===== src/rtl/pipeline_hazard_ctrl.sv =====
// pipeline_hazard_ctrl: stall/flush sequencing for load-use, taken branch and multi-cycle multiply
//   Inputs : clk, reset (async, active-high), rs_ID/rt_ID/uses_rt_ID (ID sources),
//            MemRead_EX/rt_EX (load in EX), branch_taken_EX, mult_start_EX
//   Outputs: pc_write, if_id_write, if_id_flush, id_ex_write, id_ex_flush,
//            ex_mem_bubble, mult_done, stall_cycles (only with HAZ_PERF_CNT_EN)
//   Macro  : HAZ_PERF_CNT_EN adds a saturating count of stalled (pc_write==0) cycles
module pipeline_hazard_ctrl #(
  parameter int MULT_CYCLES = 4
) (
  input  logic        clk,
  input  logic        reset,
  input  logic [4:0]  rs_ID,
  input  logic [4:0]  rt_ID,
  input  logic        uses_rt_ID,
  input  logic        MemRead_EX,
  input  logic [4:0]  rt_EX,
  input  logic        branch_taken_EX,
  input  logic        mult_start_EX,
`ifdef HAZ_PERF_CNT_EN
  output logic [31:0] stall_cycles,
`endif
  output logic        pc_write,
  output logic        if_id_write,
  output logic        if_id_flush,
  output logic        id_ex_write,
  output logic        id_ex_flush,
  output logic        ex_mem_bubble,
  output logic        mult_done
);
  localparam logic RUN       = 1'b0;
  localparam logic MULT_BUSY = 1'b1;
  logic       r_state;
  logic [3:0] r_cnt;
  logic       w_busy, w_last, w_branch, w_mult_stall, w_load_use, w_lu_stall;
  assign w_busy       = r_state == MULT_BUSY;
  assign w_last       = w_busy && r_cnt == 4'd1;
  assign w_branch     = !w_busy && branch_taken_EX;
  assign w_mult_stall = w_busy ? !w_last : (!branch_taken_EX && mult_start_EX);
  assign w_load_use   = MemRead_EX && rt_EX != 5'd0 &&
                        (rt_EX == rs_ID || (uses_rt_ID && rt_EX == rt_ID));
  assign w_lu_stall   = !w_busy && !branch_taken_EX && !mult_start_EX && w_load_use;
  // reset forces the "everything frozen and flushed" pattern regardless of inputs
  always_comb begin
    pc_write      = !reset && !w_mult_stall && !w_lu_stall;
    if_id_write   = !reset && !w_mult_stall && !w_lu_stall;
    id_ex_write   = !reset && !w_mult_stall;
    if_id_flush   = reset || w_branch;
    id_ex_flush   = reset || w_branch || w_lu_stall;
    ex_mem_bubble = !reset && w_mult_stall;
    mult_done     = !reset && w_last;
  end
  always_ff @(posedge clk or posedge reset) begin
    if (reset) begin
      r_state <= RUN;
      r_cnt   <= 4'd0;
    end else if (w_busy) begin
      r_state <= w_last ? RUN : MULT_BUSY;
      r_cnt   <= r_cnt - 4'd1;
    end else if (!branch_taken_EX && mult_start_EX) begin
      r_state <= MULT_BUSY;
      r_cnt   <= 4'(MULT_CYCLES - 1);
    end
  end
`ifdef HAZ_PERF_CNT_EN
  logic [31:0] r_stall_cycles;
  always_ff @(posedge clk or posedge reset) begin
    if (reset) r_stall_cycles <= 32'd0;
    else if (!pc_write && r_stall_cycles != 32'hFFFF_FFFF) r_stall_cycles <= r_stall_cycles + 32'd1;
  end
  assign stall_cycles = r_stall_cycles;
`endif
endmodule


===== config.mk =====
export PLATFORM = sky130hd
export DESIGN_NAME = pipeline_hazard_ctrl
export DESIGN_NICKNAME = d
export VERILOG_FILES = /design/src/rtl/pipeline_hazard_ctrl.sv
export SDC_FILE = /design/constraint.sdc
export NUM_CORES = 1
export LEC_CHECK = 0
export CAP_MARGIN = 20
export CORE_MARGIN = 4
export CORE_UTILIZATION = 30
export CTS_CLUSTER_SIZE = 8
export DETAILED_ROUTE_END_ITERATION = 8
export HOLD_SLACK_MARGIN = 0.12
export MAX_ROUTING_LAYER = met4
export PLACE_DENSITY_LB_ADDON = 0.2
export SETUP_SLACK_MARGIN = 0.05
export SLEW_MARGIN = 10
export SYNTH_ARGS = -nofsm -noshare
export SYNTH_HDL_FRONTEND = slang
export SYNTH_SLANG_ARGS = --single-unit

===== constraint.sdc =====
create_clock -name clk -period 1.8 [get_ports clk]
set_clock_uncertainty 0.05 [all_clocks]
set_input_delay 0.18 -clock clk [delete_from_list [all_inputs] [get_ports clk]]
set_output_delay 0.18 -clock clk [all_outputs]
set_load 0.005 [all_outputs]

==> impl_metrics.py <==
metrics = {
    "routing": {
        "vias_per_cell": 4.595,
        "drt-initial-drc-count": 3,
        "ant_nets": 0,
        "vias": 533,
        "route.detailed.drc": 0,
        "drtPass1Iterations": 3,
        "drt_wl_total_um": 1354,
        "post_drt_wl_per_cell_um": 11.67,
    },
    "setup_path": {
        "rrSetupSlack_ns": 0.47,
        "cp-startpoint": "rt_ID[2]",
        "crit_chain": "clkdlybuf4s50_1 > xnor2_1 > nand4_1 > o22ai_2 > buf_4 > a311oi_2 > buf_2",
        "crit_type": "in2out",
        "end_kind": "output pin",
        "cp_num_cells": 7,
        "critPathLaunchType": "primary input",
        "cp_slowest_cell": "clkdlybuf4s50_1",
        "critPathMaxStageDelay_ns": 0.42,
        "r2r_cells": 5,
        "critical-path-top-delay-family": "buffers and inverters",
        "required_ns": 1.57,
        "worst-path-buf-inv": 3,
        "crit_end": "if_id_write",
        "crit_fanout": 2,
        "cp.arrival_ns": 1.47,
        "reg2reg_to": "r_cnt[3]",
        "r2r_start": "r_cnt[0]",
    },
    "power": {
        "power_w": 0.0009767,
        "p_leak_nw": 0.4664,
        "peakVddDrop_uv": 724.7,
        "power_density_nw_per_um2": 1058,
    },
    "global_route": {
        "grt_max_degree": 7,
        "grt-ovfl-total": 0,
        "grt_pass1_vias": 502,
        "antenna_found_initial": 0,
        "grt.total_usage": 0.1368,
        "grt_pass1_wl_um": 2090,
    },
    "cells_and_area": {
        "final_net_count": 125,
        "fin_cells": 116,
        "synthToLayoutAreaGrowth_pct": 112.7,
        "antennaDiodeCount": 0,
        "drive_gt1_frac": 0.3465,
    },
    "status": {
        "status": "completed",
    },
    "floorplan": {
        "die_w_um": 46.04,
        "boundaryPins": 28,
        "core-area_um2": 1334,
        "rows": 13,
        "dieArea_um2": 2120,
        "start_util": 0.3255,
        "die_h_um": 46.04,
    },
    "yosys": {
        "yosys.area_share.simple": 0.2277,
        "synth_compound_area_frac": 0.1326,
        "yosysMostFrequentCell": "xnor2_1",
        "async_reset_ff_frac": 1.000,
        "synth_top_family_by_area": "XOR/XNOR gates",
        "synth_xor_area_frac": 0.2421,
        "synthAdderAreaFrac": 0.05764,
        "syn_avg_cell_area_um2": 8.192,
        "yosysTopAreaCell": "dfrtp_1",
        "synth_edf_count": 0,
        "synthTopCellsByCount": "12 x xnor2_1, 5 x dfrtp_1, 5 x nand2_1, 5 x nor2_1, 4 x inv_1",
        "yosysSeqAreaShare": 0.2882,
        "synth_area_um2": 434.2,
        "synthFlopType": "dfrtp_1",
        "yosys-top-cells-area": "dfrtp_1 29%, xnor2_1 24%, ha_1 5.8%",
        "yosysWarnings": 0,
        "synth_top_area_frac": 0.2882,
        "ys_ff_latch": 5,
        "muxShareOfSynthArea": 0,
        "ys_types": 20,
        "synthCells": 53,
        "syn_nets": 76,
    },
    "job": {
        "drv_cap": 0,
    },
    "cts": {
        "cts_buffers": 3,
        "htreeDepth": 1,
        "root_buffer": "clkbuf_4",
        "clkTransAtPathRegs_ns": 0.05,
        "hold_buffers": 0,
        "tritoncts": "done",
        "cts_sinks": 5,
        "clk_latency_ns": 0.24,
        "clock_path_buffers": 2,
    },
    "placement": {
        "dpl_worst_slack_ns": -0.3957,
        "portBuffers": 27,
        "place_hpwl_um": 1042,
        "gp_congestion": 0.7628,
        "dp.cells": 108,
    },
    "timing": {
        "holdWs_ns": 0.3968,
        "rsz0062_at_grt": "yes",
        "worst_pin_slew_ns": 0.2711,
        "fin_crit_sh": 0.9467,
        "period_needed_ns": 1.704,
        "max_freq_mhz": 586.9,
        "layout_setup_ws_ns": 0.09603,
        "fin_tns_setup_ns": 0,
        "slew_headroom": 0.8186,
        "finalSetupViolCount": 0,
        "hold_viol": 0,
        "slew_viol_final": 0,
    },
    "worst_hold_path": {
        "hp-class": "in2async",
    },
}
## per-stage QoR
step                        util  instance area (um2)
final                     0.6923                923.4
after global routing      0.6923                923.4
after CTS                 0.6642                885.9
after detailed placement  0.6154                820.8
after global placement    0.6154                820.8
after floorplan                -                434.2
## registers in the layout, summed over array words and instances, names as in the netlist
register and flops:
r_cnt 4, r_state 1
## worst reg2reg max path, cell delays in order, from the launching register on
cell	delay, ns
dfrtp_1	0.41
buf_4	0.15
buf_4	0.13
nor3_1	0.24
xnor2_1	0.14
o21ai_0	0.08
## worst min path at each step
| stage | from | end | slack, ns | depth (start not counted) |
|---|---|---|---|---|
| after detailed placement | r_cnt[0] | r_cnt[0] | 0.52 | 2 |
| after floorplan | reset | r_cnt[0] | -0.09 | 1 |
| after CTS | reset | r_cnt[3] | 0.39 | 4 |
| final | reset | r_cnt[3] | 0.40 | 4 |
| after global placement | r_cnt[0] | r_cnt[0] | 0.51 | 2 |
| after global routing | reset | r_state | 0.43 | 4 |
## cell families (layout without fill, tap and decap cells)
group                    after synthesis  in the layout
flip-flops                             5              5
XOR/XNOR                              12             12
adder cells (fa/ha/maj)                2              2
AND/OR/NAND/NOR                       20             20
AO/OA/AOI/OAI                          9              9
buffers and inverters                  5             53
## layout by cell type (no fill, tap or decap)
cell / instances
buf_4: 17
xnor2_1: 12
dlygate4sd2_1: 9
clkdlybuf4s50_1: 8
dlymetal6s2s_1: 6
nor2_1: 5
nand2_1: 5
dfrtp_1: 4
nor3_1: 3
o21ai_0: 3
clkbuf_4: 3
inv_2: 2
inv_1: 2
buf_2: 2
nor2b_2: 1
a21oi_1: 1
nand3_2: 1
nor2b_4: 1
nor4b_4: 1
nand3_1: 1
nand4_1: 1
o22ai_2: 1
a311oi_2: 1
a21o_1: 1
a31o_2: 1
and2_1: 1
o22ai_1: 1
ha_1: 1
ha_4: 1
clkbuf_1: 1
clkbuf_2: 1
clkdlybuf4s15_1: 1
buf_6: 1
dfrtp_2: 1
## layout make-up
| class | instances | area [um2] |
|---|---|---|
| repair buffers | 45 | 397.9 |
| clock buffers | 4 | 26.28 |
| inverters | 4 | 15.01 |
| flip-flops and latches | 5 | 126.4 |
| fillers | 117 | 410.4 |
| well taps | 15 | 18.77 |
| multi-input cells | 43 | 339.1 |
## timing repair
action                     CTS  global route
setup endpoints to repair    7             6
gates resized for setup     28            13
setup buffers                3             1
pin swaps                    2            10
## metal layers
metal / track usage / wire length, um / vias to the layer above / part of all wire
met5: - / 0 / - / 0
met4: 0.03409 / 12 / 0 / 0.0089
met3: 0.01581 / 84 / 2 / 0.062
met2: 0.2500 / 706 / 19 / 0.52
met1: 0.1542 / 549 / 237 / 0.41
li1: - / - / 275 / -
## power breakdown
| part | total, W | leakage, nW | switching [W] | internal, W |
|---|---|---|---|---|
| sequential | 0.000215 | 0.0581 | 0.0000432 | 0.000172 |
| clock | 0.000134 | 0.0150 | 0.0000500 | 0.0000841 |
| combinational | 0.000627 | 0.393 | 0.000254 | 0.000373 |
(Power assumes the default switching activity.)
==> variant (same flow settings) <==
Build with the macro `HAZ_PERF_CNT_EN` defined.
--- a/src/rtl/pipeline_hazard_ctrl.sv
+++ b/src/rtl/pipeline_hazard_ctrl.sv
@@ -4,6 +4,8 @@
 //   Outputs: pc_write, if_id_write, if_id_flush, id_ex_write, id_ex_flush,
 //            ex_mem_bubble, mult_done, stall_cycles (only with HAZ_PERF_CNT_EN)
 //   Macro  : HAZ_PERF_CNT_EN adds a saturating count of stalled (pc_write==0) cycles
+`define HAZ_PERF_CNT_EN
+
 module pipeline_hazard_ctrl #(
   parameter int MULT_CYCLES = 4
 ) (
Check against the original RTL (old outputs only; new: stall_cycles): equivalent (equiv_simple and equiv_induct, registers matched by name and starting in step).
==> variant against the unedited design <==
- the run now ends with setup timing left
- total power grew to 4.2 times the old value
- wire length rose to 4.2 times the old value
- setup slack worse by 0.47 ns
- design area grew to 4.1 times the old value
- non-clock buffer count up 92
- sequential cell count is 32 higher
- synthesized area grew to 4.7 times the old value
- fmax fell by 22%
- clock power rose to 6.3 times the old value
==> variant: results (changes against the unedited design) <==
outcome: "finished, violations left"
failed_checks: "setup timing"
path_class: "flop to flop"
worstRegToRegCells: 9  # +4
cts-root-buf: "clkbuf_8"
drtPass1Iterations: 4  # +1
dp.cells: 387  # +260%
clock_area_share_pct: 3.54  # +0.69 points
reg2reg_to: "stall_cycles[5]$_DFFE_PP0P_"
switchingPower_uw: 1340  # +290%
nNonClkInverters: 8  # +4
fmax_mhz: 460  # -22%
holdWs_ns: 0.360  # -0.0367 ns
avgSynthCellArea_um2: 10.4  # +28%
worstPathArrival_ns: 2.33  # +0.86 ns
final.setup.worst_slack_ns: -0.375  # -0.472 ns
ff_latch_area_um2: 926  # +630%
wl_um: 5750  # +320%
tightestPinTransition_ns: 0.960  # +0.689 ns
dieArea_um2: 8140  # +280%
max-vdd-ir-drop_mv: 1.16  # +59%
synthesis.nets: 218  # +190%
drive_gt1_share_pct: 40.9  # +6.2 points
ys_types: 34  # +70%
nets: 358  # +190%
fillCellCount: 567  # +380%
setup_tns_ns: -10.12  # -10.12 ns
placed_area_um2: 3210  # +290%
pwr.group.clock_uw: 847  # +530%
place.gp.congestion: 0.766  # +0.47%
clock_latency_ns: 0.29  # +0.05 ns
num-multi-input-gates: 145  # +240%
met1_usage_pct: 20.1  # +4.7 points
dp_hpwl_um: 4020  # +290%
drt_iter0_markers: 70  # +67
grt_pass1_wl_um: 10100  # +380%
cp_slowest_cell: "or4b_4"
synth_commonest_cells: "dfrtp_1 (37), xnor2_1 (25), nand2_1 (19)"
final-nonclk-buf-share_pct: 33.2  # -9.9 points
multiInputGateArea_um2: 1340  # +290%
htreeDepth: 2  # +1
clk_pin_slew_ns: 0.08  # +0.03 ns
grt_use_met3_pct: 3.51  # +1.9 points
yosys_register_bits: 37  # +32
comb_cell_power_uw: 2120  # +240%
wl_met3_um: 247  # +190%
slowest_delay_ns: 0.50  # +0.08 ns
dp_slack_ns: -0.612  # -0.216 ns
routedLengthMet1_um: 2730  # +400%
grt.met2_usage_pct: 23.5  # -1.5 points
crit_path_max_fanout: 6  # +4
dr_wl_met2_um: 2710  # +280%
setup_viol: 35  # +35
synth.area.top_cells: "dfrtp_1 (46%), xnor2_1 (11%), xor2_1 (6.9%), nand4_1 (4.6%), nand2_1 (3.5%)"
grt_pass1_vias: 2119  # +320%
largest_reg_flops: 32  # +28
clock_power_share_pct: 20.8  # +7.1 points
synth_seq_area_share_pct: 45.7  # +17 points
-- variant: cell types whose count changed in the layout (fill, tap and decap cells not counted), sizes merged, moves of 10 or more --
cell           unedited run  this run
buf                      20        83
clkdlybuf4s50             8        52
dfrtp                     5        37
xor2                      0        16
nand2                     5        19
nand4                     1        15
xnor2                    12        25
nor3                      3        13
-- variant: kinds of logic after synthesis --
group                      synth area share (%)
AOI/OAI and AO/OA                          4.32
xor gates and xnor gates                   17.7
adders and majority gates                  1.85
buffers and inverters                      3.15
DFF                                        45.7
muxes                                      1.05
and+or+nand+nor                            26.2
-- variant: what timing repair did --
action / CTS / global route
setup endpoints to repair: 39 / 38
setup buffers: 8 / 9
pin swaps: 27 / 28
cloned: 0 / 0
resized for setup: 52 / 28
-- variant: critical path: cells and delay by family (launching register included) --
kind / cells / cell delay, ns
flip-flops: 1 / 0.39
AO/OA/AOI/OAI: 3 / 0.42
XOR/XNOR: 1 / 0.15
buffers and inverters: 3 / 0.42
AND/OR/NAND/NOR: 2 / 0.65
